**config.mk**
```make
export PLATFORM = sky130hd
export DESIGN_NAME = axi4_rd_arb
export DESIGN_NICKNAME = d
export VERILOG_FILES = /design/src/rtl/axi4_rd_arb.sv
export SDC_FILE = /design/constraint.sdc
export NUM_CORES = 1
export LEC_CHECK = 0
export ABC_AREA = 1
export BUFFER_PORTS_ARGS = -buffer_cell sky130_fd_sc_hd__buf_2
export CORE_MARGIN = 2
export CORE_UTILIZATION = 39
export CTS_CLUSTER_DIAMETER = 200
export DETAILED_ROUTE_END_ITERATION = 16
export PLACE_DENSITY = 0.83
export SLEW_MARGIN = 40
export SYNTH_ARGS = -nofsm -noshare
export SYNTH_HDL_FRONTEND = slang
export SYNTH_SLANG_ARGS = --single-unit
```
**constraint.sdc**
```tcl
create_clock -name clk -period 1.85 [get_ports clk]
set_clock_uncertainty 0.15 [all_clocks]
set_input_delay 0.0925 -clock clk [delete_from_list [all_inputs] [get_ports clk]]
set_output_delay 0.0925 -clock clk [all_outputs]
set_load 0.01 [all_outputs]
```
**src/rtl/axi4_rd_arb.sv**
```systemverilog
// ============================================================================
// Module      : axi4_rd_arb
// Description : Round-robin arbiter funnelling NB_REQ read requesters onto one
//               AXI4 master read port, one outstanding burst at a time.
// Revision    : 1.0 - initial release
// ============================================================================
`default_nettype none

module axi4_rd_arb #(
    parameter int NB_REQ      = 4,
    parameter int AXI4_DATA_W = 32,
    parameter int AXI4_ADD_W  = 10,
    parameter int AXI4_ID_W   = 8
) (
    input  logic                         clk,
    input  logic                         rst,
    input  logic [NB_REQ-1:0]            req_arvalid,
    input  logic [NB_REQ*AXI4_ADD_W-1:0] req_araddr,
    input  logic [NB_REQ*8-1:0]          req_arlen,
    output logic [NB_REQ-1:0]            req_arready,
    output logic [NB_REQ-1:0]            req_rvalid,
    output logic [NB_REQ-1:0]            req_rlast,
    output logic [AXI4_DATA_W-1:0]       req_rdata,
    output logic [1:0]                   req_rresp,
    input  logic [NB_REQ-1:0]            req_rready,
    output logic [AXI4_ID_W-1:0]         m_arid,
    output logic [AXI4_ADD_W-1:0]        m_araddr,
    output logic [7:0]                   m_arlen,
    output logic [2:0]                   m_arsize,
    output logic [1:0]                   m_arburst,
    output logic                         m_arvalid,
    input  logic                         m_arready,
    input  logic [AXI4_ID_W-1:0]         m_rid,
    input  logic [AXI4_DATA_W-1:0]       m_rdata,
    input  logic [1:0]                   m_rresp,
    input  logic                         m_rlast,
    input  logic                         m_rvalid,
    output logic                         m_rready,
    output logic                         err
);

    localparam int         c_GW     = $clog2(NB_REQ);
    localparam logic [2:0] c_ARSIZE = 3'($clog2(AXI4_DATA_W/8));

    typedef enum logic [1:0] {
        S_IDLE = 2'd0,
        S_ADDR = 2'd1,
        S_DATA = 2'd2
    } state_t;

    state_t                  r_state;
    state_t                  w_state_nxt;
    logic [c_GW-1:0]         r_grant;
    logic [c_GW-1:0]         r_rr_ptr;
    logic [AXI4_ADD_W-1:0]   r_addr;
    logic [7:0]              r_len;
    logic [8:0]              r_beat_cnt;
    logic                    r_err;

    logic [c_GW-1:0]         w_sel;
    logic                    w_any;
    logic                    w_rready;
    logic                    w_beat;
    logic                    w_err_evt;

    // Scan from the highest offset down so the lowest offset from r_rr_ptr wins.
    always_comb begin
        w_sel = '0;
        for (int k = NB_REQ - 1; k >= 0; k--) begin
            int j;
            j = int'(r_rr_ptr) + k;
            if (j >= NB_REQ) j = j - NB_REQ;
            if (req_arvalid[j]) w_sel = c_GW'(j);
        end
    end

    assign w_any    = |req_arvalid;
    assign w_rready = (r_state == S_DATA) && req_rready[r_grant];
    assign w_beat   = w_rready && m_rvalid;

    assign w_err_evt = (m_rvalid && (r_state != S_DATA)) ||
                       (w_beat && ((m_rid != AXI4_ID_W'(r_grant)) ||
                                   ( m_rlast && (r_beat_cnt != {1'b0, r_len})) ||
                                   (!m_rlast && (r_beat_cnt == {1'b0, r_len}))));

    always_comb begin
        w_state_nxt = r_state;
        m_arvalid   = 1'b0;
        m_rready    = 1'b0;
        req_arready = '0;
        req_rvalid  = '0;
        req_rlast   = '0;
        req_rdata   = '0;
        req_rresp   = '0;
        case (r_state)
            S_IDLE: begin
                if (w_any) w_state_nxt = S_ADDR;
            end
            S_ADDR: begin
                m_arvalid            = 1'b1;
                req_arready[r_grant] = m_arready;
                if (m_arready) w_state_nxt = S_DATA;
            end
            S_DATA: begin
                m_rready            = w_rready;
                req_rvalid[r_grant] = m_rvalid;
                req_rlast[r_grant]  = m_rlast;
                req_rdata           = m_rdata;
                req_rresp           = m_rresp;
                if (w_beat && m_rlast) w_state_nxt = S_IDLE;
            end
            default: w_state_nxt = S_IDLE;
        endcase
    end

    always_ff @(posedge clk or posedge rst) begin
        if (rst) begin
            r_state    <= S_IDLE;
            r_grant    <= '0;
            r_rr_ptr   <= '0;
            r_addr     <= '0;
            r_len      <= '0;
            r_beat_cnt <= '0;
            r_err      <= 1'b0;
        end else begin
            r_state <= w_state_nxt;
            if ((r_state == S_IDLE) && w_any) begin
                r_grant  <= w_sel;
                r_addr   <= req_araddr[int'(w_sel)*AXI4_ADD_W +: AXI4_ADD_W];
                r_len    <= req_arlen[int'(w_sel)*8 +: 8];
                r_rr_ptr <= (w_sel == c_GW'(NB_REQ - 1)) ? '0 : w_sel + 1'b1;
            end
            if ((r_state == S_ADDR) && m_arready) begin
                r_beat_cnt <= '0;
            end else if (w_beat) begin
                r_beat_cnt <= r_beat_cnt + 9'd1;
            end
            if (w_err_evt) r_err <= 1'b1;
        end
    end

    assign m_arid    = AXI4_ID_W'(r_grant);
    assign m_araddr  = r_addr;
    assign m_arlen   = r_len;
    assign m_arsize  = c_ARSIZE;
    assign m_arburst = 2'b01;
    assign err       = r_err;

endmodule

`default_nettype wire

```
== Word-level counts from Yosys, hierarchy flattened ==
Index checks and enable logic that the tools add are counted.
Cells by class
  shift operators: 2
  muxes and demuxes: 38
  magnitude comparators: 10
  eq/ne operators: 10
  bitwise operators: 3
  add/subtract/negate cells: 9
  multiply operators: 1
  reductions and logical operators: 18
Operator list (number)
  $mux W32: 5
  $lt A32 B4 Y1 const B: 4
  $shiftx A40 B7 Y10: 1
  $shiftx A32 B6 Y8: 1
  $mux W2: 9
  $mux W9: 2
  $and A4 B4 Y4: 3
  $mux W1: 12
  $mux W4: 3
  $sub A3 B3 Y4 const B: 3
  $bmux W1 S2: 5
  $logic_and A1 B1 Y1: 10
  $add A9 B1 Y9 const B: 1
  $eq A9 B8 Y1: 1
  $ge A3 B3 Y1 const B: 3
  $ne A9 B8 Y1: 1
  $ne A8 B2 Y1: 1
  $add A2 B2 Y3 const B: 2
  $ne A2 B2 Y1 const B: 3
  $pmux W2 S3: 1
  $mul A2 B3 Y5 const B: 1
  $eq A2 B2 Y1 const B: 2
  $reduce_or A4 Y1: 1
  $sub A2 B3 Y4 const B: 1
  other kinds (13): 15
Storage, ports and cells
  register bits: 34
  bits of input ports: 127
  word-level logic and storage cells: 98
  output and inout port bits: 80

== Depth between registers and ports, before layout ==
  depth in word-level cells: 12
  depth in mapped cells: 16
  mapped depth without buffers: 13

== Worst setup path after synthesis ==
Ideal clock, no wire load.
  kind: reg-to-reg
  start: register r_rr_ptr[0]
  end: register r_rr_ptr[1]
  data required time: 1.566 ns
  clock period less this slack: 2.034 ns
  path buffers: 3
  stages on the path, launching flop included: 13
  arrival time: 1.750 ns
  setup slack: -0.184 ns
  library setup time: 0.134 ns
  cells stage by stage: dfrtp_1 > buf_4 > nand2_1 > nor2_2 > nor2_4 > nand3_2 > nand3_2 > nand2_1 > buf_4 > buf_4 > ha_1 > nand2_1 > o21ai_0
On the way
  word-level cells in the longest chain between the ends: 12
  elaborated cells between the ends (all ways): 34
  classes of those cells: 8 x add/sub; 4 x order compare; 1 x eq/ne; 21 x mux
Ends and longest elaborated chain
  start: declaration: line 54  | logic [c_GW-1:0] r_rr_ptr;
  start signal: assignment: line 131  | r_rr_ptr <= (w_sel == c_GW'(NB_REQ - 1)) ? '0 : w_sel + 1'b1;
  $add A2 B2 Y3: line 71  | j = int'(r_rr_ptr) + k;
  $sub A3 B3 Y4 or $ge A3 B3 Y1 (tied branches): line 72  | if (j >= NB_REQ) j = j - NB_REQ;
  $mux W32: line 72
  $bmux W1 S2: line 73  | if (req_arvalid[j]) w_sel = c_GW'(j);
  $mux W1 (not written as such) (2 in series): line 73
  $mux W2 (3 in series): line 73
  $mux W2 (*): line 73
  via w_sel[0]: line 60  | logic [c_GW-1:0] w_sel;
  $add A2 B1 Y2 or $eq A2 B2 Y1 (tied branches): line 131
  $mux W2 (*): line 131
Mark *: on every way through the listed nets, which the timed path passes. The rest lies on a longest branch. The select of a mux whose other input is x is not followed.
A chain may end at the register's enable or synchronous reset.

== Worst setup path in the final report ==
  start: register r_rr_ptr[0]
  end: register r_len[3] (netlist: m_arlen[3])
On the way
  word-level cells in the longest chain between the ends: 11
  elaborated cells between the ends (all ways): 32
  classes of those cells: 7 x add/sub; 4 x order compare; 1 x shift; 20 x mux
Ends and longest elaborated chain
  $add A2 B2 Y3: line 71
  $sub A3 B3 Y4 or $ge A3 B3 Y1 (tied branches): line 72
  $mux W32: line 72
  $bmux W1 S2: line 73
  $mux W1 (not written as such) (2 in series): line 73
  $mux W2 (3 in series): line 73
  $mux W2 (*): line 73
  via w_sel[1]: line 60
  $shiftx A32 B6 Y8 (*): line 130  | r_len <= req_arlen[int'(w_sel)*8 +: 8];
  end signal: assignment: line 130
  end: declaration: line 56  | logic [7:0] r_len;
Marks and branches as above.

==> reports/metrics.csv <==
stage,metric,value,unit
power_and_ir_drop,combPwrFrac,0.762,
timing,max_freq,494.7,MHz
detailed_routing,initialDrtViolationCount,303,
clock_network,cts_max_level,2,
power_and_ir_drop,leakagePower,3.107,nW
setup_path,crit_path_max_fanout,10,
timing,final.setup.worst_slack,-0.1713,ns
power_and_ir_drop,p_sw,3.899,mW
logic_synthesis,ys_seq_area_frac,0.2764,
cells_and_area,layout.nets,904,
status,outcome,"complete, but fails checks",
place,dpl_worst_slack,-0.2701,ns
grt,overflow,0,
floorplan,initial_core_util,0.4004,
detailed_routing,drc,0,
worst_hold_path,hold_path_class,primary input to register,
cells_and_area,area_delta_synth_final,67.64,%
timing,final-hold-violation-count,0,
setup_path,path_class,register to register,
logic_synthesis,synth_edf_count,0,
place,dpl-instance-area,4314,um^2
power_and_ir_drop,powerDensity,1566,nW/um^2
timing,min_period,2.021,ns
place,place_hpwl,7952,um
setup_path,rr_worst_depth,11,
clock_network,clk_path_buf_depth,2,
place,portBuffers,195,
timing,max_slew_margin,0.6658,
logic_synthesis,syn_area_per_cell,5.896,um^2
grt,grt_pass1_wl,18910,um
setup_path,start_kind,register,
setup_path,path_buf_inv,3,
floorplan,die_y,92.84,um
timing,slew_violations,0,
place,place.gp.congestion,0.8644,
logic_synthesis,ys_warn_count,0,
grt,track_usage,0.2719,
power_and_ir_drop,internal_power,4.183,mW
setup_path,cpLargestDelayFamily,simple AND/OR/NAND/NOR gates,
floorplan,core,7687,um^2
detailed_routing,vias,4327,
power_and_ir_drop,worst_ir_drop_vdd,0.8690,mV
logic_synthesis,ys_seq_elements,34,
worst_hold_path,whs_path_depth,5,
detailed_routing,avgRoutedWirePerCell,13.50,um
timing,rsz0062_at_grt,yes,
power_and_ir_drop,p_clk_frac,0.072,
setup_path,cpPeakStageDelay,0.46,ns
grt,grt_pass1_vias,4270,
cells_and_area,fin_util,0.6712,
floorplan,dieArea,8618,um^2
setup_path,endpoint_kind,register,
detailed_routing,drt-vias-per-instance,4.923,
logic_synthesis,netlist_instances,522,
detailed_routing,drtAntennaViolNets,0,
clock_network,clock_latency,0.29,ns
floorplan,rows,32,
floorplan,fp.dieW,92.84,um
cells_and_area,drive_gt1_frac,0.3789,
logic_synthesis,ys.flop_type,dfrtp_1,
grt,grt_max_degree,38,
setup_path,path_common_cell,nor2_4,
cells_and_area,final_cell_area,5160,um^2
detailed_routing,drt_wl_total,11870,um
setup_path,cp.required,1.93,ns
logic_synthesis,syn_area,3078,um^2
setup_path,path_depth,11,
logic_synthesis,ys_types,38,
grt,antenna_found_initial,0,
timing,tightest_slew,0.4999,ns
clock_network,numCtsBuffers,5,
timing,finalCritPeriodShare,1.093,
floorplan,pin_count,207,
status,violations,negative setup slack,
logic_synthesis,async_reset_ff_frac,1.000,
clock_network,clkTransAtPathRegs,0.07,ns
detailed_routing,dr.pass1.iters,5,
timing,finalSetupViolations,21,
power_and_ir_drop,p_seq_frac,0.166,
clock_network,clockRootBuffer,clkbuf_8,
timing,fin_tns_setup,-2.632,ns
clock_network,tritoncts,built,
clock_network,cts_sinks,34,
setup_path,critPathSlowestCell,dfrtp_2,
setup_path,crit_chain,buf_12 -> nand2_4 -> nor2_4 -> nor2_4 -> nand3b_1 -> o21ai_4 -> inv_4 -> nor2_4 -> buf_12 -> nand3_1 -> nand3_1,
setup_path,crit_arrival,2.10,ns
power_and_ir_drop,swShare,0.4824,
flow_run,drv_cap,0,
==> synth_stat cells (all sizes together) (4+ instances only) <==
library cell	number	area, um^2
nand2	124	475.5
inv	120	452.9
nand3	76	390.4
nor2	67	266.5
dfrtp	34	850.8
or2	21	131.4
buf	18	136.4
o21ai	15	86.34
clkbuf	11	41.29
a21oi	5	25.02
nor3	4	20.02
==> power by group through the flow <==
stage	Clock, mW	Combinational [mW]	Sequential, mW
floorplan	0	3.04	1.38
global placement	0	4.49	1.35
detailed placement	0	4.65	1.35
CTS	0.590	5.74	1.33
global route	0.612	6.80	1.37
finish	0.580	6.16	1.34
==> stage by stage <==
stage,total power [mW],std cells,hold slack (ns)
6_report,8.083,879,0.002827
5_1_grt,8.779,878,0.02511
4_1_cts,7.659,878,0.004177
3_5_place_dp,5.997,825,0.07062
3_3_place_gp,5.835,825,0.06469
2_1_floorplan,4.418,531,0.02877
==> repair_timing <==
| item | in CTS | in global routing |
|---|---|---|
| pin swaps | 10 | 15 |
| gates cloned | 3 | 1 |
| setup endpoints to repair | 22 | 31 |
| resized for setup | 32 | 31 |
| endpoints found under the hold margin | 46 | 0 |
| setup buffers | 8 | 1 |
| hold buffers | 36 | 0 |
==> worst reg2reg max path, stage by stage, from the launching register on <==
cell      delay, ns
dfrtp_2        0.46
buf_12         0.16
nand2_4        0.07
nor2_4         0.04
nor2_4         0.13
nand3b_1       0.15
o21ai_4        0.24
inv_4          0.10
nor2_4         0.14
buf_12         0.16
nand3_1        0.09
nand3_1        0.07
==> per-layer routing <==
layer,wire [um],global-route usage,vias to the layer above
li1,-,-,2055
met1,4349,0.3038,1983
met2,6159,0.5181,257
met3,1071,0.04638,32
met4,289,0.08701,0
met5,0,0,-
==> final timing paths <==
kind | start | end | slack, ns
hold reg to reg | m_araddr[9] | m_araddr[9] | 0.33
min in group asynchronous | rst | m_arlen[7] | 0.29
setup / recovery | r_rr_ptr[0] | m_arlen[3] | -0.17
hold / removal | req_arlen[15] | m_arlen[7] | 0.003
setup reg to reg | r_rr_ptr[0] | m_arlen[3] | -0.17
max in group asynchronous | rst | r_rr_ptr[0] | 0.90
==> cell usage in the layout, fill, tap and decap left out, drive strengths merged <==
cell type / synthesis / final
a21boi: 1 / 1
a21oi: 5 / 5
a221oi: 1 / 1
a31oi: 1 / 1
and3: 1 / 1
and3b: 1 / 1
buf: 18 / 229
clkbuf: 11 / 8
clkinv: 0 / 1
conb: 2 / 11
dfrtp: 34 / 34
diode: 0 / 1
dlygate4sd3: 0 / 36
ha: 2 / 2
inv: 120 / 120
nand2: 124 / 124
nand3: 76 / 76
nand3b: 3 / 3
nand4: 3 / 3
nor2: 67 / 67
nor3: 4 / 4
nor4: 2 / 2
o21a: 1 / 1
o21ai: 15 / 15
o22ai: 3 / 3
o31ai: 1 / 1
or2: 21 / 21
xnor2: 2 / 2
xor2: 3 / 3
==> registers in the layout, summed over array words and instances, names as in the netlist <==
register    flops
err             1
m_araddr       10
m_arlen         8
r_beat_cnt      9
r_grant         2
r_rr_ptr        2
r_state         2
==> layout make-up <==
type	count	area, um^2
clock buffers	7	86.33
well taps	102	127.6
fillers	624	2527
clock inverters	1	5.005
inverters	120	452.9
diodes	1	2.502
flip-flops and latches	34	853.3
repair buffers	266	1764
multi-input cells	348	1868
==> logic make-up after synthesis <==
family | Yosys count | synth area share
compound gates | 28 | 0.05448
fa+ha+maj | 2 | 0.008129
xor+xnor | 5 | 0.01423
simple gates | 302 | 0.4394
flops | 34 | 0.2764
buf+inv | 149 | 0.2049
other cells | 2 | 0.002440
Power figures use the tool's default switching activity.
